File: config.mk
export PLATFORM = sky130hd
export DESIGN_NAME = pipe_stage_skid_reg
export DESIGN_NICKNAME = d
export VERILOG_FILES = /design/src/rtl/mips_pipe_pkg.sv /design/src/rtl/pipe_slot.sv /design/src/rtl/pipe_stage_skid_reg.sv
export SDC_FILE = /design/constraint.sdc
export NUM_CORES = 1
export LEC_CHECK = 0
export CORE_MARGIN = 10
export CORE_UTILIZATION = 48
export DETAILED_ROUTE_END_ITERATION = 16
export GPL_ROUTABILITY_DRIVEN = 0
export PLACE_DENSITY = 0.91
export SYNTH_ARGS = -nofsm -noshare
export SYNTH_HDL_FRONTEND = slang
export SYNTH_SLANG_ARGS = --single-unit
export TNS_END_PERCENT = 10
File: constraint.sdc
create_clock -name clk -period 2.3 [get_ports clk]
set_clock_uncertainty 0.05 [all_clocks]
set_input_delay 0.46 -clock clk [delete_from_list [all_inputs] [get_ports clk]]
set_output_delay 0.46 -clock clk [all_outputs]
set_load 0.01 [all_outputs]
File: src/rtl/mips_pipe_pkg.sv
// Shared definitions for MIPS pipeline stage registers: reset constants,
// pc type and the occupancy encoding of a skid-buffered stage.
package mips_pipe_pkg;

  localparam int          PC_W_DEF     = 32;
  localparam logic [31:0] RESET_PC_DEF = 32'h0000_3000;
  localparam logic [31:0] NOP_WORD_DEF = 32'h0000_0000;  // sll $0,$0,0

  typedef logic [PC_W_DEF-1:0] pc_t;

  // Encoding is {S.v, M.v}; 2'b10 (skid live, main empty) must never occur.
  typedef enum logic [1:0] {
    EMPTY = 2'b00,
    FULL  = 2'b01,
    SKID  = 2'b11
  } state_e;

  function automatic state_e decode_state(input logic m_v, input logic s_v);
    state_e st;
    case ({s_v, m_v})
      2'b00:   st = EMPTY;
      2'b01:   st = FULL;
      default: st = SKID;
    endcase
    return st;
  endfunction

endpackage

File: src/rtl/pipe_slot.sv
// One storage slot of a pipeline stage: valid bit plus {pc, payload}.
// load wins over clear; clear only drops the valid bit so pc is retained.
module pipe_slot
  import mips_pipe_pkg::*;
#(
  parameter int              PC_W   = 32,
  parameter int              DATA_W = 32,
  parameter logic [PC_W-1:0] RST_PC = PC_W'(RESET_PC_DEF)
) (
  input  logic              clk,
  input  logic              reset,
  input  logic              load,
  input  logic              clear,
  input  logic [PC_W-1:0]   ld_pc,
  input  logic [DATA_W-1:0] ld_data,
  output logic              v,
  output logic [PC_W-1:0]   pc,
  output logic [DATA_W-1:0] data
);

  logic              v_q, v_d;
  logic [PC_W-1:0]   pc_q, pc_d;
  logic [DATA_W-1:0] data_q, data_d;

  // Next-state: load a new entry, or invalidate while keeping the old pc.
  always_comb begin
    v_d    = v_q;
    pc_d   = pc_q;
    data_d = data_q;
    if (load) begin
      v_d    = 1'b1;
      pc_d   = ld_pc;
      data_d = ld_data;
    end else if (clear) begin
      v_d    = 1'b0;
    end
  end

  // Slot register with synchronous reset to an empty slot at RST_PC.
  always_ff @(posedge clk) begin
    if (reset) begin
      v_q    <= 1'b0;
      pc_q   <= RST_PC;
      data_q <= '0;
    end else begin
      v_q    <= v_d;
      pc_q   <= pc_d;
      data_q <= data_d;
    end
  end

  assign v    = v_q;
  assign pc   = pc_q;
  assign data = data_q;

endmodule

File: src/rtl/pipe_stage_skid_reg.sv
// Generic valid/ready pipeline stage register with a one-entry skid slot.
// in_ready is a flop (== ~S.v) so a downstream stall never reaches the
// upstream PC logic combinationally. Outputs are taken only from the main slot.
module pipe_stage_skid_reg
  import mips_pipe_pkg::*;
#(
  parameter int                PC_W     = 32,
  parameter int                DATA_W   = 32,
  parameter logic [PC_W-1:0]   RESET_PC = PC_W'(RESET_PC_DEF),
  parameter logic [DATA_W-1:0] NOP_WORD = DATA_W'(NOP_WORD_DEF),
  parameter int                CNT_W    = 16
) (
  input  logic              clk,
  input  logic              reset,
  input  logic              flush,
  input  logic              in_valid,
  output logic              in_ready,
  input  logic [PC_W-1:0]   in_pc,
  input  logic [DATA_W-1:0] in_data,
  output logic              out_valid,
  input  logic              out_ready,
  output logic [PC_W-1:0]   out_pc,
  output logic [PC_W-1:0]   out_pc4,
  output logic [PC_W-1:0]   out_pc8,
  output logic [DATA_W-1:0] out_data,
  output logic [CNT_W-1:0]  bubble_cnt,
  output logic [CNT_W-1:0]  stall_cnt
);

  logic              m_v, s_v;
  logic [PC_W-1:0]   m_pc, s_pc, m_ld_pc;
  logic [DATA_W-1:0] m_data, s_data, m_ld_data;
  logic              m_load, m_from_s, m_clear;
  logic              s_load, s_clear, s_v_nxt;
  logic              in_ready_q, in_ready_d;
  logic              accept, drain;
  logic [CNT_W-1:0]  bubble_q, bubble_d, stall_q, stall_d;
  state_e            state;

  assign state  = decode_state(m_v, s_v);
  assign accept = in_valid & in_ready_q;
  assign drain  = m_v & out_ready;

  // Occupancy control: decide which slot loads or empties this cycle.
  always_comb begin
    m_load   = 1'b0;
    m_from_s = 1'b0;
    m_clear  = 1'b0;
    s_load   = 1'b0;
    s_clear  = 1'b0;
    case (state)
      EMPTY: m_load = accept;
      FULL: begin
        if (accept && drain)  m_load  = 1'b1;
        else if (accept)      s_load  = 1'b1;
        else if (drain)       m_clear = 1'b1;
      end
      SKID: begin
        // in_ready is low here, so only the skid entry can move forward.
        if (drain) begin
          m_load   = 1'b1;
          m_from_s = 1'b1;
          s_clear  = 1'b1;
        end
      end
      default: begin
        m_clear = 1'b1;
        s_clear = 1'b1;
      end
    endcase
    // Flush kills both slots and anything arriving this cycle.
    if (flush) begin
      m_load  = 1'b0;
      s_load  = 1'b0;
      m_clear = 1'b1;
      s_clear = 1'b1;
    end
  end

  assign m_ld_pc   = m_from_s ? s_pc   : in_pc;
  assign m_ld_data = m_from_s ? s_data : in_data;

  pipe_slot #(.PC_W(PC_W), .DATA_W(DATA_W), .RST_PC(RESET_PC)) u_main (
    .clk(clk), .reset(reset), .load(m_load), .clear(m_clear),
    .ld_pc(m_ld_pc), .ld_data(m_ld_data),
    .v(m_v), .pc(m_pc), .data(m_data)
  );

  pipe_slot #(.PC_W(PC_W), .DATA_W(DATA_W), .RST_PC(RESET_PC)) u_skid (
    .clk(clk), .reset(reset), .load(s_load), .clear(s_clear),
    .ld_pc(in_pc), .ld_data(in_data),
    .v(s_v), .pc(s_pc), .data(s_data)
  );

  // in_ready follows the skid slot's next valid so it can be a flop.
  always_comb begin
    s_v_nxt    = s_load ? 1'b1 : (s_clear ? 1'b0 : s_v);
    in_ready_d = ~s_v_nxt;
  end

  // Saturating performance counters; flush leaves them untouched.
  always_comb begin
    bubble_d = bubble_q;
    stall_d  = stall_q;
    if (!m_v && (bubble_q != {CNT_W{1'b1}}))
      bubble_d = bubble_q + 1'b1;
    if (m_v && !out_ready && (stall_q != {CNT_W{1'b1}}))
      stall_d = stall_q + 1'b1;
  end

  // Registered ready and counters.
  always_ff @(posedge clk) begin
    if (reset) begin
      in_ready_q <= 1'b1;
      bubble_q   <= '0;
      stall_q    <= '0;
    end else begin
      in_ready_q <= in_ready_d;
      bubble_q   <= bubble_d;
      stall_q    <= stall_d;
    end
  end

  assign in_ready   = in_ready_q;
  assign out_valid  = m_v;
  assign out_pc     = m_pc;
  assign out_pc4    = m_pc + PC_W'(4);
  assign out_pc8    = m_pc + PC_W'(8);
  assign out_data   = m_v ? m_data : NOP_WORD;
  assign bubble_cnt = bubble_q;
  assign stall_cnt  = stall_q;

endmodule

; Word-level counts from Yosys, hierarchy flattened
; Index checks and enable logic that the tools add are counted.
[word_totals]
register_bits = 163
input_bits = 69
output_inout_bits = 162
elab_cells = 55
[op_classes]
addsub = 4
eq_ne = 5
muxes = 23
n_bitwise = 3
reduce_logical = 11
[op_table]
columns = operator, n
row1 = $mux 32, 3
row2 = $add 16x1->16 const B, 2
row3 = $add 32x3->32 const B, 1
row4 = $add 32x4->32 const B, 1
row5 = $ne 16x16->1 const B, 2
row6 = $mux 1, 16
row7 = $eq 2x1->1 const B, 2
row8 = $logic_and 1x1->1, 4
row9 = $logic_not 2->1, 2
row10 = $pmux 1 s2, 2
row11 = $pmux 2 s2, 1
row12 = $reduce_or 2->1, 2
row13 = $pmux 1 s3, 1
row14 = $and 1x1->1, 2
row15 = $eq 2x2->1 const B, 1
row16 = $logic_not 1->1, 2
row17 = $reduce_bool 2->1, 1
row18 = $not 1->1, 1

; Longest topological paths before layout
[logic_depth]
ltp_word = 9
mapped_depth = 7
depth_no_buf = 5

; By module
; A second synthesis with hierarchy kept.
[unflattened]
hier_cells = 900
area_unflattened_um2 = 8562.0
[modules_own_cells]
columns = mod, instances, cells_each, area_per_inst_um2, seq_area_each_um2
row1 = pipe_slot, 2, 210, 2346.0, 1301.2
row2 = pipe_stage_skid_reg, 1, 480, 3870.0, 660.6

; Worst setup path after synthesis
; No wires, ideal clock.
[synth_path]
path_type = reg2out
startpoint = reg u_main.pc_q[4] (netlist: u_main.pc[4])
endpoint = out out_pc8[31]
t_arrival_ns = 1.806
required_ns = 1.790
path_slack_ns = -0.016
stages_incl_launch_ff = 7
path_buffers = 1
cell_sequence = dfxtp_1 ha_1 nand3_1 nor4_1 buf_2 nand3_1 xnor2_1
[synth_via]
elab_chain_cells = 1
[synth_lines]
columns = item, line
row1 = "start, declared", pipe_slot.sv:22  ; logic [PC_W-1:0] pc_q, pc_d;
row2 = "start signal, assigned", pipe_slot.sv:47  ; pc_q <= pc_d;
row3 = $add 32x4->32, pipe_stage_skid_reg.sv:128  ; assign out_pc8 = m_pc + PC_W'(8);
row4 = "end, declared", pipe_stage_skid_reg.sv:24  ; output logic [PC_W-1:0] out_pc8,
; No other way between the ends.

; Final worst setup path
[layout_path]
startpoint = reg u_main.pc_q[3] (netlist: u_main.pc[3])
endpoint = out out_pc4[28]
[layout_via]
elab_chain_cells = 1
[layout_lines]
columns = item, line
row1 = $add 32x3->32, pipe_stage_skid_reg.sv:127  ; assign out_pc4 = m_pc + PC_W'(4);
row2 = "end, declared", pipe_stage_skid_reg.sv:23  ; output logic [PC_W-1:0] out_pc4,
; No other way between the ends.

==> key figures <==
Synth
  • Net Count, Synth: 1049
  • Synth top area share: 40.4%
  • FF+latch count, synth: 163
  • Most area-consuming cells after synthesis: dfxtp_1 40%, mux2i_1 7.8%, nand2_1 7.3%
  • Syn_area_per_cell: 8.28 um^2
  • Area leader, netlist: dfxtp_1
  • Ys Warns: 0
  • Syn Std Cell Area: 8080 um^2
  • Post-Syn Instances: 976
  • Sequential share of the synthesized area: 40.4%
  • Post-synth EDFFs: 0
  • Ys async rst share: 0%
  • Number of distinct library cells after synthesis: 52
  • Top FF cell, synth: dfxtp_1

Setup path
  • Worst-path fanout max: 4
  • Startpoint types: register
  • CP Data Arrival Time: 2260 ps
  • Crit Path Class: register to output pin
  • Worst EP required: 1790 ps
  • Worst Setup End Kind: output pin

Floorplanning
  • Die W: 150 um
  • Initial core utilization: 48.9%
  • # IOs: 231
  • Core ar.: 16500 um^2
  • Die Span Y: 150 um
  • Rows: 47
  • Die area: 22400 um^2

CTS
  • CTS tree: yes
  • Latest clock arrival within the worst-skew pair: 420 ps
  • TritonCTS buffer count: 17
  • CTS max path bufs: 2
  • Clock sinks: 163
  • Clock-pin transition on the worst setup and hold timing paths: 70 ps
  • Clk root buf: clkbuf_16
  • H-tree depth: 4

Cells and area
  • Area of the multi-input gates: 4640 um^2
  • Util after Layout: 73.2%
  • Share of cells above drive strength 1: 20.7%
  • Fin nets: 1335
  • # fillers: 1147
  • Register Area: 3300 um^2
  • Layout area overhead: 49.6%

Place
  • DP Wirelength: 18.7 mm
  • Port Buffers: 230

Power and ir drop
  • Pwr Total: 0.00696 W
  • P per Cell Area: 575 nW/um^2
  • IR drop worst, VDD: 0.565 mV
  • Pleak: 5.16 nW

Routing
  • Drt total wl: 27.9 mm
  • Detailed Routing Iterations Pass 1: 5
  • DRC viols: 0
  • DR vias/cell: 5.58
  • Routed len/inst: 18.6 um
  • Total vias in the final route: 8348
  • Initial DRC Count: 455
  • Post-route ant nets: 0

Global route
  • Largest net degree at the start of global routing: 47
  • Initial antenna violation count: 1
  • GRT Resource Usage Total: 22.2%
  • First-pass GRT wire length: 40.8 mm
  • Vias in the first global route: 8212
  • Total gr overflow: 0

STA
  • RSZ-0062 raised after global routing: yes
  • Peak Freq: 361 MHz
  • Hold Violations, Final: 0
  • Hold_ws: 403 ps
  • Max Transition Viols Final: 0
  • Fin worst setup slack: -471 ps
  • Period minus WS final: 2770 ps
  • Pin slew with the least headroom to its limit: 557 ps
  • Relative slew slack: 62.9%
  • Tcrit/Tclk final: 120%
  • Final setup viols: 47

Run
  • Number of max-cap violations: 0

Status
  • Status: finished, violations left
  • Failing checks: negative setup slack

Min path
  • Hold crit path type: register to register
==> synthesized netlist by cell type, drive strengths merged, types with 24 or more instances <==
cell type / instances
a211oi: 65
clkbuf: 46
and2: 34
mux2i: 63
nand4: 24
nor2: 80
xnor2: 41
nand3: 33
a21oi: 87
nand2: 158
buf: 38
dfxtp: 163
==> per-layer routing <==
layer	global-route usage, %	share of wire [%]	vias up
met5	0	0	-
met4	11.9	4.2	0
met3	6.01	7.2	76
met2	39.6	51	326
met1	23.3	37	3963
li1	-	-	3983
==> repair_timing <==
| item | 4_1_cts | 5_1_grt |
|---|---|---|
| gates resized for setup | 232 | 51 |
| setup buffers | 14 | 9 |
| endpoints found under the setup margin | 83 | 69 |
| pin swaps | 10 | 17 |
| cloned | 1 | 0 |
| hold buffers | 0 | 0 |
==> sequential cells by signal, indices dropped and copies added, names as in the netlist <==
register     flops
u_skid.pc       32
u_skid.data     32
u_main.data     32
stall_cnt       16
in_ready         1
u_main.pc       32
bubble_cnt      16
u_main.v         1
u_skid.v         1
==> cell usage in the layout, fill, tap and decap left out, types with 4 or more instances in the layout <==
cell type and count:
and3_1 7, dfxtp_4 6, nor4_1 4, xnor2_2 4, xor2_1 14, dlymetal6s2s_1 12, a21oi_1 87, and4_1 5
mux2i_1 63, or4_1 11, o31ai_1 11, nand2_1 156, or3_1 10, dlygate4sd2_1 4, buf_6 14, buf_2 42
o21ai_0 12, dfxtp_2 8, clkinvlp_4 4, nand3_2 5, nor2_2 4, a211oi_1 64, xnor2_1 37, nand4_1 24
clkdlybuf4s50_1 163, nor2_1 74, buf_12 12, inv_1 12, clkdlybuf4s15_2 5, nand3_1 25, dfxtp_1 149, clkbuf_16 17
buf_4 96, and2_1 34
==> area by class of cell <==
| class | count | share of cell area [%] |
|---|---|---|
| tap | 220 | 2.28 |
| clock buffer | 18 | 3.55 |
| clock inverter | 14 | 1.46 |
| timing repair buffer | 351 | 26.7 |
| inverter | 12 | 0.373 |
| multi-input combinational | 717 | 38.4 |
| antenna | 1 | 0.0207 |
| sequential | 163 | 27.3 |
==> path summary, 6_finish.rpt <==
| check | slack (ps) | start | cells past startpoint | end |
|---|---|---|---|---|
| max | -470 | u_main.pc[3]$_SDFFE_PP0P_ | 9 | out_pc4[28] |
| min reg2reg | 400 | u_skid.data[23]$_SDFFE_PP0P_ | 2 | u_skid.data[23]$_SDFFE_PP0P_ |
| min | 400 | u_skid.data[23]$_SDFFE_PP0P_ | 2 | u_skid.data[23]$_SDFFE_PP0P_ |
| max reg2reg | 210 | stall_cnt[1]$_SDFFE_PP0P_ | 6 | stall_cnt[1]$_SDFFE_PP0P_ |
==> report_power, final <==
group | internal [W] | switching, W
logic | 0.000533 | 0.000509
registers | 0.00292 | 0.0000743
clock network | 0.00172 | 0.00120
total | 0.00518 | 0.00178
==> worst max-delay path, cell delays in order, from the launching register on <==
cell,delay [ps]
dfxtp_4,380
ha_1,200
nand4_1,220
buf_4,220
buf_4,130
nor3_2,140
buf_4,160
nand3_1,90
xnor2_1,140
buf_2,160
==> kinds of logic (layout without fill, tap and decap cells) <==
kind of cell / after synthesis / count (layout) / share of synthesized area, %
AO/OA/AOI/OAI: 186 / 186 / 14.6
XOR/XNOR: 58 / 58 / 6.29
adder cells (fa/ha/maj): 4 / 4 / 0.619
buffers and inverters: 96 / 395 / 5.36
flip-flops: 163 / 163 / 40.4
multiplexers: 66 / 66 / 8.22
other: 0 / 1 / 0
AND/OR/NAND/NOR: 403 / 403 / 24.6
==> stage by stage <==
step / cell area, um^2 / instances / setup TNS [ps] / setup slack, ps
after global routing: 12100 / 1496 / -16360 / -553
final: 12100 / 1496 / -11640 / -471
after CTS: 11900 / 1486 / -6970 / -380
after detailed placement: 11200 / 1439 / -8720 / -275
after floorplan: 8090 / 976 / 0 / 15.4
after global placement: 11200 / 1439 / -3960 / -224
(Power assumes the default switching activity.)
==> variant 1, RTL diff (config.mk and constraints unchanged) <==
`PC_W` is set to 32 in 2 places; all go to 48.
--- a/src/rtl/pipe_slot.sv
+++ b/src/rtl/pipe_slot.sv
@@ -3,7 +3,7 @@
 module pipe_slot
   import mips_pipe_pkg::*;
 #(
-  parameter int              PC_W   = 32,
+  parameter int              PC_W   = 48,
   parameter int              DATA_W = 32,
   parameter logic [PC_W-1:0] RST_PC = PC_W'(RESET_PC_DEF)
 ) (
--- a/src/rtl/pipe_stage_skid_reg.sv
+++ b/src/rtl/pipe_stage_skid_reg.sv
@@ -4,7 +4,7 @@
 module pipe_stage_skid_reg
   import mips_pipe_pkg::*;
 #(
-  parameter int                PC_W     = 32,
+  parameter int                PC_W     = 48,
   parameter int                DATA_W   = 32,
   parameter logic [PC_W-1:0]   RESET_PC = PC_W'(RESET_PC_DEF),
   parameter logic [DATA_W-1:0] NOP_WORD = DATA_W'(NOP_WORD_DEF),
Interface: changed (resized in_pc, out_pc, out_pc4 and out_pc8); port bits go from 231 to 295. The function was not compared with the original's and may differ.
==> variant 1 against the unedited design <==
  * The flow still finishes with violations (negative setup slack)
  * Routed wire length grew 31%
  * First-iteration DRC count grew 100%
  * Sequential power grew 20%
  * Fmax shrank 8.1%
  * Final area grew 24%
  * Total power grew 12%
  * Sequential cell count grew 32
  * Non-clock buffer count grew 102
  * Worst hold slack lost 0.036 ns
  * Area after synthesis grew 22%
  * Sequential share of layout area shrank 1.0 points
  * Worst setup slack lost 0.24 ns
  * Global-route usage grew 3.2 points
==> variant 1: results (changes against the unedited design) <==
outcome:
  status: "complete, but fails checks"  # unchanged
  violations: "negative setup slack"  # unchanged
placed_design:
  post-place-ws_ns: -0.600  # was -0.275 ns
  place_area_sq_mm: 0.0140  # was 0.0112 sq mm
timing:
  worst_pin_slew_ns: 0.669  # was 0.557 ns
  setup_viol: 77  # was 47
  setup_ws_ns: -0.714  # was -0.471 ns
finish:
  layout.cells.non_filler: 1874  # was 1,496
  final_area_sq_mm: 0.0150  # was 0.0121 sq mm
  final_layout_size_suffix_gt1_share_pct: 22.0  # was 20.7%
global_routing:
  grt_max_degree: 55  # was 47
  grt_pass1_vias: 10400  # was 8,212
logic_synthesis:
  synth-compound-area-share_pct: 11.3  # was 14.6%
  synthXorXnorAreaFrac_pct: 9.66  # was 6.29%
  synth_mux_area_share_pct: 8.41  # was 8.22%
  synth_fa_ha_area_share_pct: 0.507  # was 0.619%
setup_path:
  slowest_delay_ns: 0.42  # was 0.38 ns
  path_max_fanout: 5  # was 4
  cp_data_arrival_time_ns: 2.50  # was 2.26 ns
  r2r_slack_ns: 0.33  # was 0.21 ns
  cp_top_family: "simple AND/OR/NAND/NOR gates"  # was buffers and inverters
  crit_slowest_cell: "or3_4"  # was dfxtp_4
route:
  detail_route.vias_per_cell: 5.61  # was 5.58
  drtIter0Drc: 930  # was 455
power:
  leakage_nw: 6.78  # was 5.16 nW
  peakVddDrop_v: 0.000497  # was 0.000565 V
  intPower_mw: 5.63  # was 5.18 mW
-- variant 1: cell count changes after synthesis, sizes merged, moves of 8 or more --
cell,before,now
or4,13,1
clkbuf,46,75
dfxtp,163,195
buf,38,30
nand2,158,211
nand4,24,32
xor2,17,53
xnor2,41,56
nor2,80,148
nor3,8,18
mux2i,63,83
o31ai,11,0
a211oi,65,82
-- variant 1: final timing paths --
path,cells after the start,start,end
min,2,reset,bubble_cnt[5]
max,8,u_main.pc[12],out_pc8[34]
min reg2reg,2,u_skid.pc[41],u_skid.pc[41]
max reg2reg,7,u_main.v,u_main.pc[19]
-- variant 1: layer usage --
layer / wire length [microns] / global-route usage, % / up-vias
met5: 0 / 0 / -
met4: 1620 / 11.1 / 0
met3: 2720 / 6.77 / 130
met2: 18600 / 45.4 / 534
met1: 13600 / 27.6 / 4957
li1: - / - / 4892
-- variant 1: power groups by stage --
stage	sequential (mW)	combinational, mW	clock [mW]
6_report	3.58	1.37	2.86
3_5_place_dp	3.65	1.40	0
3_3_place_gp	3.64	1.37	0
4_1_cts	3.58	1.35	2.87
2_1_floorplan	3.68	0.544	0
5_1_grt	3.60	1.46	3.02
-- variant 1: kinds of logic after synthesis --
| kind of cell | Yosys count |
|---|---|
| fa+ha+maj | 4 |
| mux | 83 |
| simple gates | 538 |
| buf+inv | 115 |
| flops | 195 |
| xor+xnor | 109 |
| compound gates | 178 |
-- variant 1: timing repair --
action / in CTS / in global routing
pin swaps: 30 / 25
gates resized for setup: 342 / 91
setup endpoints to repair: 87 / 107
setup buffers: 13 / 5
cloned: 1 / 0
-- variant 1: layout make-up --
class                           instances  share of cell area, %
Timing Repair Buffer                  453                   27.7
Multi-Input combinational cell        912                   39.7
Sequential cell                       195                   26.3
Clock buffer                           18                   2.93
Tap cell                              270                   2.26
Clock inverter                         14                  0.811
Antenna cell                            2                 0.0334
Inverter                               10                  0.251
==> variant 2, RTL diff (config.mk and constraints unchanged) <==
Without the edit above. `data_q` no longer has a reset.
--- a/src/rtl/pipe_slot.sv
+++ b/src/rtl/pipe_slot.sv
@@ -41,12 +41,14 @@
     if (reset) begin
       v_q    <= 1'b0;
       pc_q   <= RST_PC;
-      data_q <= '0;
     end else begin
       v_q    <= v_d;
       pc_q   <= pc_d;
-      data_q <= data_d;
     end
+  end
+
+  always_ff @(posedge clk) begin
+    data_q <= data_d;
   end
 
   assign v    = v_q;
Formal check against the unedited RTL: same outputs for any inputs over 4 cycles, from zero or initial values and one cycle with reset high; that may be too few to reach the edited logic, so the function may still have changed.
==> variant 2 against the unedited design <==
  * The flow still finishes with violations (negative setup slack)
  * Worst setup slack improved by 0.23 ns
  * Routed wire length decreased by 5.3%
  * Fmax is 9.0% higher
  * Total power is 1.6% lower
  * Area after synthesis down 1.9%
  * Global-route usage decreased by 0.37 points
  * Sequential power is 5% higher
  * First-iteration DRC count up 11%
  * Sequential cell count unchanged
  * Final area shrank 0.24%
==> variant 2: results (changes against the unedited design) <==
global_routing:
  grt_max_degree: 57  # was 47
  met3_usage_pct: 5.19  # was 6.01%
  gr-usage-met2_pct: 40.2  # was 39.6%
  grt_first_pass_wirelength_microns: 38900  # was 40,800 microns
  grt_usage_pct: 21.8  # was 22.2%
  antenna_found_initial: 3  # was 1
  grt_pass1_vias: 7340  # was 8,212
  met1_usage_pct: 22.9  # was 23.3%
timing:
  setup_ws_ns: -0.243  # was -0.471 ns
  worst_pin_slew_ns: 0.605  # was 0.557 ns
  setup_viol: 41  # was 47
  holdWs_ns: 0.406  # was 0.403 ns
placed_design:
  post-place-ws_ns: -0.331  # was -0.275 ns
  hpwl_microns: 17900  # was 18,700 microns
power:
  peakVddDrop_v: 0.000518  # was 0.000565 V
  pg_clk_mw: 2.70  # was 2.92 mW
  leakage_nw: 5.13  # was 5.16 nW
  power_switching_mw: 1.67  # was 1.78 mW
  p_clk_share_pct: 39.4  # was 42.0%
logic_synthesis:
  synth_area_leaders: "dfxtp_1 (25%), edfxtp_1 (24%), mux2_2 (6.0%), nand2_1 (4.2%), mux2i_1 (4.0%)"  # was dfxtp_1 (40%), mux2i_1 (7.8%), nand2_1 (7.3%), a211oi_1 (6.0%), a21oi_1 (5.4%)
  synth_cell_types: 50  # was 52
  synth_common_cells: "dfxtp_1 (99), nand2_1 (89), edfxtp_1 (64), nor2_1 (64), a21oi_1 (47)"  # was dfxtp_1 (163), nand2_1 (158), a21oi_1 (87), nor2_1 (80), a211oi_1 (65)
  synthXorXnorAreaFrac_pct: 6.41  # was 6.29%
  synth_mux_area_share_pct: 10.0  # was 8.22%
  syn_area_per_cell_sq_um: 9.93  # was 8.28 sq um
  synth_edf_count: 64  # was 0
  seq_area_frac_synth_pct: 49.2  # was 40.4%
setup_path:
  crit_slowest_cell: "or3_4"  # was dfxtp_4
  path_max_fanout: 5  # was 4
  critPathLaunch: "u_main.pc[14]"  # was u_main.pc[3]
  ff2ff_path_depth: 5  # was 6
  r2r_slack_ns: 0.18  # was 0.21 ns
  slowest_delay_ns: 0.45  # was 0.38 ns
  cp-endpoint: "out_pc8[26]"  # was out_pc4[28]
  rr_endpoint: "stall_cnt[6]"  # was stall_cnt[1]
  cp_data_arrival_time_ns: 2.03  # was 2.26 ns
  cp_top_family: "simple AND/OR/NAND/NOR gates"  # was buffers and inverters
route:
  drtIter0Drc: 506  # was 455
  wl_microns: 26400  # was 27,900 microns
  highest_layer: "met5"  # was met4
  vias: 7460  # was 8,348
  dr_wl_met3_microns: 1840  # was 2000 microns
  wl_per_cell_microns: 19.9  # was 18.6 microns
  dr_wl_met2_microns: 13900  # was 14,300 microns
  drt-met1-wl_microns: 9590  # was 10,400 microns
min_path:
  hold_path_end: "u_skid.pc[10]"  # was u_skid.data[23]
  hp-start: "u_skid.pc[10]"  # was u_skid.data[23]
finish:
  fin_nets: 1168  # was 1,335
  final_layout_size_suffix_gt1_share_pct: 26.4  # was 20.7%
  fillers: 1008  # was 1,147
outcome:
  violations: "negative setup slack"  # unchanged
  status: "complete, but fails checks"  # unchanged
variant 2: worst register-to-register path: stages, from the launching register on:
cell	delay [ns]
dfxtp_1	0.40
ha_1	0.36
and4_1	0.38
nand2_1	0.20
or4_1	0.51
a21oi_1	0.15
variant 2: what timing repair did:
action / 4_1_cts / 5_1_grt
gates resized for setup: 241 / 79
pin swaps: 23 / 21
setup buffers: 5 / 7
gates cloned: 2 / 0
setup endpoints to repair: 86 / 64
variant 2: area by class of cell:
class	count	area [sq um]	share of cell area [%]
multi-input combinational	564	4100	34.0
sequential	163	3930	32.6
timing repair buffer	335	3140	26.0
clock buffer	21	462	3.83
tap	216	270	2.24
clock inverter	11	100	0.830
inverter	14	52.6	0.436
antenna	2	5.00	0.0415
variant 2: kinds of logic after synthesis:
kind of cell / count (synthesis)
AOI/OAI and AO/OA: 111
xor gates and xnor gates: 58
adders and majority gates: 4
buffers and inverters: 71
DFF: 163
muxes: 74
and+or+nand+nor: 317
